### config.mk
export PLATFORM = sky130hd
export DESIGN_NAME = axi_lite_wr_ctrl
export DESIGN_NICKNAME = d
export VERILOG_FILES = /design/src/rtl/axi_lite_wr_ctrl.sv
export SDC_FILE = /design/constraint.sdc
export NUM_CORES = 1
export LEC_CHECK = 0
export BUFFER_PORTS_ARGS = -buffer_cell sky130_fd_sc_hd__buf_4
export CORE_MARGIN = 4
export CORE_UTILIZATION = 55
export CTS_CLUSTER_DIAMETER = 50
export DETAILED_ROUTE_END_ITERATION = 10
export MAX_ROUTING_LAYER = met4
export PLACE_DENSITY = 0.92
export SKIP_CTS_REPAIR_TIMING = 1
export SLEW_MARGIN = 5
export SYNTH_ARGS = -nofsm -noshare
export SYNTH_HDL_FRONTEND = slang
export SYNTH_SLANG_ARGS = --single-unit
### constraint.sdc
create_clock -name clk -period 2.3 [get_ports clk]
set_input_delay 0.46 -clock clk [delete_from_list [all_inputs] [get_ports clk]]
set_output_delay 0.46 -clock clk [all_outputs]
set_load 0.02 [all_outputs]
### src/rtl/axi_lite_wr_ctrl.sv
// AXI4-Lite write-channel sequencer feeding the reg_block write port.
// One outstanding write; range/strobe check gates the wr_en strobe.
module axi_lite_wr_ctrl #(
  parameter int ADDR_WIDTH = 4,
  parameter int DATA_WIDTH = 32,
  parameter int REG_NUM    = 4
) (
  input  logic                    clk,
  input  logic                    rst_n,
  input  logic [ADDR_WIDTH-1:0]   s_axi_awaddr,
  input  logic                    s_axi_awvalid,
  output logic                    s_axi_awready,
  input  logic [DATA_WIDTH-1:0]   s_axi_wdata,
  input  logic [DATA_WIDTH/8-1:0] s_axi_wstrb,
  input  logic                    s_axi_wvalid,
  output logic                    s_axi_wready,
  output logic [1:0]              s_axi_bresp,
  output logic                    s_axi_bvalid,
  input  logic                    s_axi_bready,
  output logic                    wr_en,
  output logic [ADDR_WIDTH-1:0]   wr_addr,
  output logic [DATA_WIDTH-1:0]   wr_data
);

  localparam int SW = DATA_WIDTH / 8;

  localparam logic [2:0] S_IDLE    = 3'd0;
  localparam logic [2:0] S_WAIT_W  = 3'd1;
  localparam logic [2:0] S_WAIT_AW = 3'd2;
  localparam logic [2:0] S_WRITE   = 3'd3;
  localparam logic [2:0] S_RESP    = 3'd4;

  logic [2:0]            state;
  logic [2:0]            state_nxt;
  logic [ADDR_WIDTH-1:0] addr_q;
  logic [DATA_WIDTH-1:0] data_q;
  logic [SW-1:0]         strb_q;
  logic                  aw_hs;
  logic                  w_hs;
  logic                  b_hs;
  logic [31:0]           idx;
  logic                  err;
  logic                  aw_rdy_nxt;
  logic                  w_rdy_nxt;

  assign aw_hs = s_axi_awvalid & s_axi_awready;
  assign w_hs  = s_axi_wvalid & s_axi_wready;
  assign b_hs  = s_axi_bvalid & s_axi_bready;

  // Only full-word writes into implemented registers succeed.
  assign idx = 32'(addr_q[ADDR_WIDTH-1:2]);
  assign err = (idx >= 32'(REG_NUM)) ||
               (strb_q != {SW{1'b1}});

  always_comb begin
    state_nxt = state;
    unique case (state)
      S_IDLE: begin
        if (aw_hs && w_hs)
          state_nxt = S_WRITE;
        else if (aw_hs)
          state_nxt = S_WAIT_W;
        else if (w_hs)
          state_nxt = S_WAIT_AW;
      end
      S_WAIT_W: begin
        if (w_hs)
          state_nxt = S_WRITE;
      end
      S_WAIT_AW: begin
        if (aw_hs)
          state_nxt = S_WRITE;
      end
      S_WRITE: state_nxt = S_RESP;
      S_RESP: begin
        if (b_hs)
          state_nxt = S_IDLE;
      end
      default: state_nxt = S_IDLE;
    endcase
  end

  always_comb begin
    aw_rdy_nxt = 1'b0;
    w_rdy_nxt  = 1'b0;
    unique case (1'b1)
      (state_nxt == S_IDLE): begin
        aw_rdy_nxt = 1'b1;
        w_rdy_nxt  = 1'b1;
      end
      (state_nxt == S_WAIT_AW): aw_rdy_nxt = 1'b1;
      (state_nxt == S_WAIT_W):  w_rdy_nxt  = 1'b1;
      default: ;
    endcase
  end

  always_ff @(posedge clk) begin
    if (!rst_n) begin
      state         <= S_IDLE;
      s_axi_awready <= 1'b0;
      s_axi_wready  <= 1'b0;
      s_axi_bvalid  <= 1'b0;
      s_axi_bresp   <= 2'b00;
      wr_en         <= 1'b0;
      wr_addr       <= '0;
      wr_data       <= '0;
      addr_q        <= '0;
      data_q        <= '0;
      strb_q        <= '0;
    end else begin
      state         <= state_nxt;
      s_axi_awready <= aw_rdy_nxt;
      s_axi_wready  <= w_rdy_nxt;
      if (aw_hs)
        addr_q <= s_axi_awaddr;
      if (w_hs) begin
        data_q <= s_axi_wdata;
        strb_q <= s_axi_wstrb;
      end
      wr_en <= (state == S_WRITE) && !err;
      if (state == S_WRITE) begin
        wr_addr <= addr_q;
        wr_data <= data_q;
      end
      // Held values are frozen through RESP, so bresp stays stable.
      if (state == S_RESP) begin
        if (b_hs) begin
          s_axi_bvalid <= 1'b0;
        end else begin
          s_axi_bvalid <= 1'b1;
          s_axi_bresp  <= err ? 2'b10 : 2'b00;
        end
      end
    end
  end

endmodule

==> flow_summary.yaml <==
clock_network:
  root_buffer: "clkbuf_8"
  cts.clk_slew.worst_paths_ns: 0.08
  clkLatencyLatePin_ns: 0.34
  htree_levels: 3
  cts_sinks: 84
  cts_buffer_depth: 2
  cts_made_buffers: 9
  cts_tree: "done"
critical_path:
  required_ns: 2.57
  cpPeakStageDelay_ns: 0.53
  r2r_cells: 4
  end_kind: "flop"
  start_kind: "flop"
  cp_slowest_cell: "and2_1"
  critPathKind: "reg2reg"
  path_cells: "and2_1 -> buf_4 -> nand2_1 -> a21oi_1"
  cp.arrival_ns: 1.81
  crit_path_max_fanout: 20
hold_path:
  min_path_cells: 3
  worst_hold_path_type: "in2reg"
sta:
  period_needed_ns: 1.54
  drv_slew: 0
  slew_headroom: 0.593
  setup_tns_ns: 0
  hold_violations: 0
  fin_skew_ns: 0.00309
  tightestPinTransition_ns: 0.610
  period_share: 0.669
  rsz0062_at_grt: "false"
  max_freq_ghz: 0.650
  finalSetupViolCount: 0
detailed_routing:
  viasPerCell: 5.09
  drc_errors: 0
  vias: 2651
  ant_nets: 0
  avgRoutedWirePerCell_um: 13.2
  drt_iter0_drc: 125
  first_pass_iters: 4
  wirelength_mm: 6.88
logic_synthesis:
  yosysSeqAreaShare: 0.550
  synthFlopType: "dfxtp_1"
  synth_area_per_cell_sq_um: 8.36
  synthesis.nets: 411
  synth_area_sq_mm: 0.00306
  synthArstFlopShare: 0
  synth_top_area_cell: "dfxtp_1"
  ys_types: 25
  ys_warn_count: 0
  yosys-top-cells-area: "dfxtp_1, nand2_1, a21oi_1"
  ys_seq_elements: 84
  synth_top_cell_area_share: 0.550
  synth-edff-count: 0
  syn_inst: 366
grt:
  gr-usage-met1: 0.251
  grt_pass1_vias: 2494
  top_usage_layer: "met2"
  grt_pass1_wl_mm: 10.9
  grt-ovfl-total: 0
  met2_usage: 0.351
  grt.total_usage: 0.215
  grt_use_met3: 0.0466
  grt_start_max_net_pins: 49
  antenna_found_initial: 0
finish:
  diodes: 0
  fin_area_sq_mm: 0.00392
  nets: 492
  fill_cells: 391
  drive_above_1_share: 0.297
  syn2layout_area_growth_pct: 28.1
run:
  drv_cap: 0
power_and_ir_drop:
  peakVddDrop_mv: 0.427
  power_density_mw_per_mm2: 760
  p_leak_nw: 1.55
floorplan:
  coreArea_sq_mm: 0.00524
  die_h_um: 82.6
  fp-row-count: 26
  initial_core_util: 0.584
  io_pins: 87
  die_x_um: 82.6
  dieArea_sq_mm: 0.00682
placed_design:
  dpl.hpwl_mm: 4.81
  numPortBuffers: 85
  gp_congestion: 0.771
  dpl_cell_area_sq_mm: 0.00368
status:
  status: "finished, final reports clean"
==> power breakdown <==
| group | switching (mW) | leakage (nW) | internal, mW |
|---|---|---|---|
| clock network | 0.488 | 0.122 | 0.741 |
| registers | 0.0293 | 0.681 | 1.50 |
| logic | 0.120 | 0.748 | 0.101 |
| total | 0.637 | 1.55 | 2.34 |
==> state kept, by name, summed over array words and instances (netlist names) <==
| register | count |
|---|---|
| data_q | 32 |
| wr_data | 32 |
| addr_q | 4 |
| strb_q | 4 |
| wr_addr | 4 |
| state | 3 |
| s_axi_awready | 1 |
| s_axi_bresp | 1 |
| s_axi_bvalid | 1 |
| s_axi_wready | 1 |
| wr_en | 1 |
==> critical path: cells and delay by family, from the launching register on <==
kind | cells | cell delay, ns
simple gates | 2 | 0.62
flops | 1 | 0.36
buf+inv | 1 | 0.34
compound gates | 1 | 0.13
==> cell families (layout without fill, tap and decap cells) <==
group / count (synthesis) / after routing / share of synthesized area
compound gates: 80 / 80 / 0.154
buf+inv: 25 / 110 / 0.0573
flops: 84 / 84 / 0.550
mux: 4 / 4 / 0.0139
other cells: 1 / 1 / 0.00123
simple gates: 172 / 172 / 0.224
==> synth_stat cells (2+ instances only) <==
library cell and instances:
mux2i_1 2, nor2_1 4, buf_2 8, nand2_1 152
mux2_2 2, clkbuf_1 8, buf_12 3, buf_4 4
nand2_2 4, dfxtp_1 84, nand3_1 4, a21oi_1 61
a21oi_2 18
==> worst paths after layout <==
path | from | end | slack, ns
setup reg to reg | s_axi_wready | data_q[31] | 0.76
hold / removal | s_axi_wdata[22] | data_q[22] | 0.36
setup / recovery | s_axi_wready | data_q[31] | 0.76
hold reg to reg | data_q[14] | wr_data[14] | 0.45
==> metal layers <==
layer,vias up,wire length [um],part of all wire
li1,1339,-,-
met1,1214,2890,0.42
met2,83,3370,0.49
met3,15,457,0.066
met4,0,153,0.022
met5,-,0,0
==> through the flow <==
stage	total power, mW	util	hold slack, ns	std cells	setup WS [ns]
2_1_floorplan	1.68	-	0.432	366	1.07
5_1_grt	3.09	0.748	0.354	521	0.599
4_1_cts	3.01	0.748	0.345	521	0.726
6_report	2.98	0.748	0.361	521	0.760
3_3_place_gp	1.77	0.703	0.437	506	0.680
3_5_place_dp	1.78	0.703	0.444	506	0.578
==> cell usage in the layout, fill, tap and decap left out <==
cell type | Yosys | routed
a211o_1 | 1 | 1
nand4_1 | 1 | 1
clkbuf_8 | 0 | 10
nand2_1 | 152 | 152
nand2b_1 | 1 | 1
a21oi_2 | 18 | 18
nand3_1 | 4 | 4
nand3b_1 | 1 | 1
mux2i_1 | 2 | 2
nand2_2 | 4 | 4
mux2_2 | 2 | 2
conb_1 | 1 | 1
nor3b_1 | 1 | 1
and2_1 | 1 | 1
a21oi_1 | 61 | 61
or3_1 | 1 | 1
dfxtp_1 | 84 | 84
nor2_1 | 4 | 4
buf_4 | 4 | 94
and3b_1 | 1 | 1
clkinv_2 | 0 | 2
nor3_1 | 1 | 1
inv_2 | 1 | 1
bufinv_16 | 0 | 3
==> final cells by class <==
class	count	area (sq um)	share of cell area
Inverter	1	3.75	0.000958
Multi-Input combinational cell	257	1200	0.307
Tap cell	70	87.6	0.0223
Sequential cell	84	1680	0.429
Timing Repair Buffer	94	706	0.180
Clock buffer	10	138	0.0351
Clock inverter	5	100	0.0255
No activity file was read; power rests on OpenSTA's default activity.
